## src/rtl/time_counter_if.sv

```systemverilog
`default_nettype none
// ============================================================================
// Module      : time_counter_if
// Description : Control inputs and time/status outputs of the time counter.
// Revision    : 1.0 - initial release
// ============================================================================
interface time_counter_if;
    logic       run_en;
    logic       key_mode;
    logic       key_inc;
    logic [5:0] hour;
    logic [5:0] minute;
    logic [5:0] second;
    logic [1:0] mode;
    logic       sec_pulse;
    logic       day_pulse;

    modport master (
        output run_en, key_mode, key_inc,
        input  hour, minute, second, mode, sec_pulse, day_pulse
    );

    modport slave (
        input  run_en, key_mode, key_inc,
        output hour, minute, second, mode, sec_pulse, day_pulse
    );
endinterface
`default_nettype wire

```

## src/rtl/time_counter.sv

```systemverilog
`default_nettype none
// ============================================================================
// Module      : time_counter
// Description : 1 Hz prescaler with hh:mm:ss counters and a key-driven set mode.
// Revision    : 1.0 - initial release
// ============================================================================
module time_counter #(
    parameter int CLK_HZ = 50000000
) (
    input  wire logic    clk,
    input  wire logic    reset,
    time_counter_if.slave bus
);
    localparam int                CNT_W = (CLK_HZ > 1) ? $clog2(CLK_HZ) : 1;
    localparam logic [CNT_W-1:0]  C_TC  = CNT_W'(CLK_HZ - 1);

    typedef enum logic [1:0] {
        ST_RUN      = 2'd0,
        ST_SET_HOUR = 2'd1,
        ST_SET_MIN  = 2'd2,
        ST_SET_SEC  = 2'd3
    } state_t;

    state_t           r_state, w_state_nxt;
    logic [CNT_W-1:0] r_count, w_count_nxt;
    logic [5:0]       r_hour, w_hour_nxt;
    logic [5:0]       r_minute, w_minute_nxt;
    logic [5:0]       r_second, w_second_nxt;
    logic             r_sec_pulse, w_sec_pulse_nxt;
    logic             r_day_pulse, w_day_pulse_nxt;
    logic             r_key_mode_q, r_key_inc_q;
    logic             w_mode_edge, w_inc_edge;

    assign w_mode_edge = bus.key_mode & ~r_key_mode_q;
    assign w_inc_edge  = bus.key_inc  & ~r_key_inc_q;

    always_ff @(posedge clk) begin
        if (reset) begin
            r_state      <= ST_RUN;
            r_count      <= '0;
            r_hour       <= 6'd0;
            r_minute     <= 6'd0;
            r_second     <= 6'd0;
            r_sec_pulse  <= 1'b0;
            r_day_pulse  <= 1'b0;
            // A key held through reset must not register as a fresh press.
            r_key_mode_q <= 1'b1;
            r_key_inc_q  <= 1'b1;
        end else begin
            r_state      <= w_state_nxt;
            r_count      <= w_count_nxt;
            r_hour       <= w_hour_nxt;
            r_minute     <= w_minute_nxt;
            r_second     <= w_second_nxt;
            r_sec_pulse  <= w_sec_pulse_nxt;
            r_day_pulse  <= w_day_pulse_nxt;
            r_key_mode_q <= bus.key_mode;
            r_key_inc_q  <= bus.key_inc;
        end
    end

    always_comb begin
        w_state_nxt     = r_state;
        w_count_nxt     = '0;
        w_hour_nxt      = r_hour;
        w_minute_nxt    = r_minute;
        w_second_nxt    = r_second;
        w_sec_pulse_nxt = 1'b0;
        w_day_pulse_nxt = 1'b0;

        case (r_state)
            ST_RUN: begin
                // A mode step wins over a coincident terminal count.
                if (w_mode_edge) begin
                    w_state_nxt = ST_SET_HOUR;
                end else if (!bus.run_en) begin
                    w_count_nxt = r_count;
                end else if (r_count != C_TC) begin
                    w_count_nxt = r_count + CNT_W'(1);
                end else begin
                    w_sec_pulse_nxt = 1'b1;
                    w_second_nxt    = (r_second == 6'd59) ? 6'd0 : r_second + 6'd1;
                    if (r_second == 6'd59) begin
                        w_minute_nxt = (r_minute == 6'd59) ? 6'd0 : r_minute + 6'd1;
                        if (r_minute == 6'd59) begin
                            w_hour_nxt      = (r_hour == 6'd23) ? 6'd0 : r_hour + 6'd1;
                            w_day_pulse_nxt = (r_hour == 6'd23);
                        end
                    end
                end
            end
            ST_SET_HOUR: begin
                if (w_mode_edge)
                    w_state_nxt = ST_SET_MIN;
                else if (w_inc_edge)
                    w_hour_nxt = (r_hour == 6'd23) ? 6'd0 : r_hour + 6'd1;
            end
            ST_SET_MIN: begin
                if (w_mode_edge)
                    w_state_nxt = ST_SET_SEC;
                else if (w_inc_edge)
                    w_minute_nxt = (r_minute == 6'd59) ? 6'd0 : r_minute + 6'd1;
            end
            ST_SET_SEC: begin
                if (w_mode_edge)
                    w_state_nxt = ST_RUN;
                else if (w_inc_edge)
                    w_second_nxt = (r_second == 6'd59) ? 6'd0 : r_second + 6'd1;
            end
            default: w_state_nxt = ST_RUN;
        endcase
    end

    assign bus.hour      = r_hour;
    assign bus.minute    = r_minute;
    assign bus.second    = r_second;
    assign bus.mode      = r_state;
    assign bus.sec_pulse = r_sec_pulse;
    assign bus.day_pulse = r_day_pulse;
endmodule
`default_nettype wire

```

## src/flat_wrapper.sv

```systemverilog
// flat-port wrapper written by rule: the top's interface ports become plain ports
module time_counter_flat 
#(
    parameter int CLK_HZ = 50000000
)
  (clk, reset, bus_run_en, bus_key_mode, bus_key_inc, bus_hour, bus_minute, bus_second, bus_mode, bus_sec_pulse, bus_day_pulse);
  time_counter_if bus_i ();
  input  wire logic clk;
  input  wire logic reset;
  input wire logic [$bits(bus_i.run_en)-1:0] bus_run_en;
  input wire logic [$bits(bus_i.key_mode)-1:0] bus_key_mode;
  input wire logic [$bits(bus_i.key_inc)-1:0] bus_key_inc;
  output wire logic [$bits(bus_i.hour)-1:0] bus_hour;
  output wire logic [$bits(bus_i.minute)-1:0] bus_minute;
  output wire logic [$bits(bus_i.second)-1:0] bus_second;
  output wire logic [$bits(bus_i.mode)-1:0] bus_mode;
  output wire logic [$bits(bus_i.sec_pulse)-1:0] bus_sec_pulse;
  output wire logic [$bits(bus_i.day_pulse)-1:0] bus_day_pulse;
  assign bus_i.run_en = bus_run_en;
  assign bus_i.key_mode = bus_key_mode;
  assign bus_i.key_inc = bus_key_inc;
  assign bus_hour = bus_i.hour;
  assign bus_minute = bus_i.minute;
  assign bus_second = bus_i.second;
  assign bus_mode = bus_i.mode;
  assign bus_sec_pulse = bus_i.sec_pulse;
  assign bus_day_pulse = bus_i.day_pulse;
  time_counter #(.CLK_HZ(CLK_HZ)) u_core (.clk(clk), .reset(reset), .bus(bus_i));
endmodule
```

## config.mk

```make
export PLATFORM = sky130hd
export DESIGN_NAME = time_counter_flat
export DESIGN_NICKNAME = d
export VERILOG_FILES = /design/src/rtl/time_counter_if.sv /design/src/rtl/time_counter.sv /design/src/flat_wrapper.sv
export SDC_FILE = /design/constraint.sdc
export NUM_CORES = 1
export LEC_CHECK = 0
export CORE_MARGIN = 5
export CORE_UTILIZATION = 55
export CTS_CLUSTER_DIAMETER = 30
export DETAILED_ROUTE_END_ITERATION = 8
export PLACE_DENSITY = 0.78
export SYNTH_ARGS = -nofsm -noshare
export SYNTH_HDL_FRONTEND = slang
export SYNTH_SLANG_ARGS = --single-unit
export TNS_END_PERCENT = 1
```

## constraint.sdc

```tcl
create_clock -name clk -period 3 [get_ports clk]
set_input_delay 0.3 -clock clk [delete_from_list [all_inputs] [get_ports clk]]
set_output_delay 0.3 -clock clk [all_outputs]
set_load 0.02 [all_outputs]
```

# After elaboration in Yosys (flattened, before gate mapping)
# Index checks and enable logic that the tools add are counted.
# totals
ram_bits,0
memories,0
rom_bits,0
reg_bits,50
latchBits,0
# classes
n_mux,31
n_lt_le_gt_ge,0
bitwise_logic,8
reduce_logical,11
div,0
n_eq_ne,22
mul,0
shift,0
add_sub_neg,4
# ops
op,n
2-to-1 mux 6 bit,21
case mux 6 bit (2 select lines),3
"adder 26 x 1 -> 26 bit, second input constant",1
2-to-1 mux 26 bit,1
"!= test 26 bit, second input constant",1
"adder 6 x 1 -> 6 bit, second input constant",3
"!= test 2 x 1 -> 1 bit, second input constant",9
"equality test 6 bit, second input constant",2
"!= test 2 bit, second input constant",6
2-to-1 mux 2 bit,4
case mux 2 bit (4 select lines),1
AND reduction 8 bit,1
AND reduction 7 bit,1
OR reduction 7 bit,1
"equality test 6 x 5 -> 1 bit, second input constant",1
inverter 1 bit,6
AND reduction 6 bit,1
nonzero test 2 bit,3
"equality test 2 bit, second input constant",2
AND reduction 4 bit,1
OR reduction 4 bit,1
OR reduction 3 bit,1
bitwise AND 1 bit,2
"equality test 2 x 1 -> 1 bit, second input constant",1
2 further kinds,2

# Longest topological paths before layout
# depth
depth_word,8
ltp_mapped,8

# Worst setup path before layout
# OpenSTA, ideal clock, no wires.
# synth_timing
path_kind,register -> register
start,reg u_core.r_count[7]
end,reg u_core.r_hour[3] (netlist: u_core.bus.hour[3])
path_slack_ns,0.724
stages_incl_launch_ff,8
t_arrival_ns,2.205
cell_sequence,dfxtp_1 -> or4b_4 -> nor4_4 -> nand2_2 -> o22a_1 -> buf_2 -> or4_1 -> a21oi_1
# synth_between
elab_chain_cells,3
# synth_rtl
element,line_no,text
start: declaration,time_counter.sv:25,"logic [CNT_W-1:0] r_count, w_count_nxt;"
start signal: assignment,time_counter.sv:51,r_count <= w_count_nxt;
!= test 26 bit,time_counter.sv:78,end else if (r_count != C_TC) begin
!= test 2 bit (no line),n/a,
AND reduction 8 bit (no line),n/a,
end signal: assignment,time_counter.sv:52,r_hour <= w_hour_nxt;
end: declaration,time_counter.sv:26,"logic [5:0] r_hour, w_hour_nxt;"
# No other way between the ends.
# A chain may end at the register's enable or synchronous reset.

# Worst setup path after layout
# layout_timing
start,reg u_core.r_count[7]
end,reg u_core.r_minute[4] (netlist: u_core.bus.minute[4])
# layout_between
elab_chain_cells,3
# layout_rtl
element,line_no,text
!= test 26 bit,time_counter.sv:78,
!= test 2 bit (no line),n/a,
AND reduction 7 bit (no line),n/a,
end signal: assignment,time_counter.sv:53,r_minute <= w_minute_nxt;
end: declaration,time_counter.sv:27,"logic [5:0] r_minute, w_minute_nxt;"
# No other way between the ends.

==> reports/metrics.yaml <==
outcome: "finished clean"
drive_gt1_share_pct: 6.19
yosysTopAreaCell: "dfxtp_1"
grt_pass1_vias: 1972
max_freq_mhz: 401
slowest_delay_ns: 0.56
worst_skew_pair.late_latency_ns: 0.30
hold_viol_final: 0
viasPerCell: 5.72
num_antenna_cells: 0
cts_tree: "done"
slew_headroom_pct: 59.4
clk_pin_slew_worst_paths_ns: 0.09
start_util_pct: 55.6
crit_family: "compound AO/OA/AOI/OAI gates"
synth_compound_area_share_pct: 9.70
syn_inst: 275
cts_buffers: 5
place.port_buffers: 26
ant_nets: 0
grt_max_degree: 27
hold_class: "reg -> reg"
drt_wl_total_mm: 4.67
grt_use_total_pct: 18.0
cts_buffer_depth: 2
muxShareOfSynthArea_pct: 2.20
synth_cell_types: 39
grt_pass1_wl_mm: 8.20
cts_root_buf: "clkbuf_8"
syn_area_um2: 2390
dr_total_vias: 2055
yosysSeqAreaShare_pct: 41.9
htreeDepth: 2
fp.dieArea_um2: 5760
yosys.area_share.adder_pct: 4.72
p_leak_nw: 0.947
path_max_fanout: 8
worst_slew_pin_slew_ns: 0.607
postCtsSetupBuffers: 0
synth_nets: 289
grt_setup_unrepaired: "false"
yosys_register_bits: 50
fin_nets: 320
drtIter0Drc: 111
synth_top_family_by_area: "simple AND/OR/NAND/NOR gates"
syn_avg_cell_area_um2: 8.68
rrSetupSlack_ns: 0.51
yosysTopAreaCellShare_pct: 41.9
power_w: 0.00142
cts_resized: 0
first_pass_iters: 4
crit_slowest_cell: "or4b_4"
core_area_um2: 4290
worstSetupPathType: "reg -> reg"
clkSinkCount: 50
period_minus_slack_ns: 2.49
antenna_found_initial: 0
critPathCaptureType: "flip-flop"
vdd_ir_drop_max_mv: 0.250
fin_worst_skew_ns: 0.00885
synth_area_leaders: "dfxtp_1 (42%), nor2_1 (6.3%), xor2_1 (4.8%), ha_1 (4.7%), xnor2_1 (4.4%)"
synth-xor-area-share_pct: 9.17
drc: 0
ioPinCount: 27
post_drt_wl_per_cell_um: 13.0
place_congestion: 0.843
synthToLayoutAreaGrowth_pct: 17.7
postCtsHoldBufs: 0
p_per_area_nw_per_um2: 507
cp_data_arrival_time_ns: 2.72
hpwl_mm: 3.38
slew_viol_final: 0
crit_required_ns: 3.22
path_buf_inv: 0
grt_overflow: 0
start_kind: "flip-flop"
yosysWarnings: 0
tns_ns: 0
drv_cap: 0
setup_viol: 0
finalCritPeriodShare_pct: 83.2
dieWidth_um: 75.9
die_y_um: 75.9
rows: 24
yosys.area_share.simple_pct: 30.5
path_cells: "or4b_4 -> nor4_4 -> a31oi_1 -> a211oi_2 -> a41oi_1 -> a311oi_1"
==> synthesized netlist by cell type (all sizes together) <==
library cell and number:
o31ai 3, xnor2 12, a21oi 16, a41oi 1, mux2 2, or4 4, nor4 3, and4 6
nor2b 6, or4bb 1, inv 5, or2 2, nor2 40, a311oi 1, and3 5, nand2b 5
or3 6, nand3b 1, nor3 6, buf 1, a31oi 4, nand2 24, o22a 1, o211ai 1
nand4b 4, dfxtp 50, a211oi 2, nand3 14, clkbuf 5, xor2 13, ha 9, nor3b 1
nand4 7, or4b 1, mux2i 3, o21ai 10
==> area by class of cell <==
cell class	count	area, µm²
Clock buffer	7	86.3
Clock inverter	1	5.00
Fill cell	405	1480
Inverter	5	18.8
Multi-Input combinational cell	214	1340
Sequential cell	50	1000
Tap cell	52	65.1
Timing Repair Buffer	30	290
==> placed cells by master (no fill, tap or decap), drive strengths merged, types with 6 or more instances in the layout <==
master | Yosys | layout
xnor2 | 12 | 12
nand2 | 24 | 24
clkdlybuf4s50 | 0 | 26
clkbuf | 5 | 7
and4 | 6 | 6
nor2b | 6 | 6
nor2 | 40 | 40
o21ai | 10 | 10
ha | 9 | 9
xor2 | 13 | 13
or3 | 6 | 6
a21oi | 16 | 16
nand3 | 14 | 14
nand4 | 7 | 7
dfxtp | 50 | 50
nor3 | 6 | 6
==> sequential cells by signal, indices dropped and copies added, names as in the netlist <==
name                  flops
u_core.r_count           26
u_core.r_key_mode_q       1
u_core.r_key_inc_q        1
u_core.bus.hour           6
u_core.bus.day_pulse      1
u_core.bus.sec_pulse      1
u_core.bus.mode           2
u_core.bus.second         6
u_core.bus.minute         6
==> final timing paths <==
check / start / end / depth (start not counted)
max: u_core.r_count[7]$_SDFFE_PP0P_ / u_core.bus.minute[4]$_SDFFE_PP0P_ / 6
min: u_core.bus.minute[5]$_SDFFE_PP0P_ / u_core.bus.minute[5]$_SDFFE_PP0P_ / 2
max reg2reg: u_core.r_count[7]$_SDFFE_PP0P_ / u_core.bus.minute[4]$_SDFFE_PP0P_ / 6
min reg2reg: u_core.bus.minute[5]$_SDFFE_PP0P_ / u_core.bus.minute[5]$_SDFFE_PP0P_ / 2
==> tightest hold or removal path, stage by stage (launching register included) <==
cell and delay [ns]:
dfxtp_1 0.34, o31ai_1 0.07, a21oi_1 0.05
==> power breakdown <==
group	switching [W]	internal, W
Clock	0.000216	0.000186
Combinational	0.000188	0.000117
Sequential	0.0000275	0.000689
Total	0.000431	0.000993
==> layer usage <==
layer  part of all wire (%)  up-vias  routed length, µm  GRT usage (%)
met5                      0        -                  0              0
met4                    1.5        0                 71           6.80
met1                     45      980               2080           20.8
met3                    4.3        8                201           3.96
met2                     50       30               2310           32.2
li1                       -     1037                  -              -
==> through the flow <==
stage	util [%]	setup WS [ns]	hold slack (ns)	std cells	area (µm²)
3_3_place_gp	63.3	0.366	0.486	351	2720
5_1_grt	65.4	0.263	0.543	359	2810
2_1_floorplan	-	0.724	0.407	275	2390
4_1_cts	65.4	0.488	0.512	359	2810
6_report	65.4	0.505	0.506	359	2810
3_5_place_dp	63.3	0.300	0.499	351	2720
==> cells by family (layout without fill, tap and decap cells) <==
group | Yosys count | in the layout
compound gates | 39 | 39
mux | 5 | 5
xor+xnor | 25 | 25
buf+inv | 11 | 43
flops | 50 | 50
simple gates | 136 | 136
fa+ha+maj | 9 | 9
(Power assumes the default switching activity.)
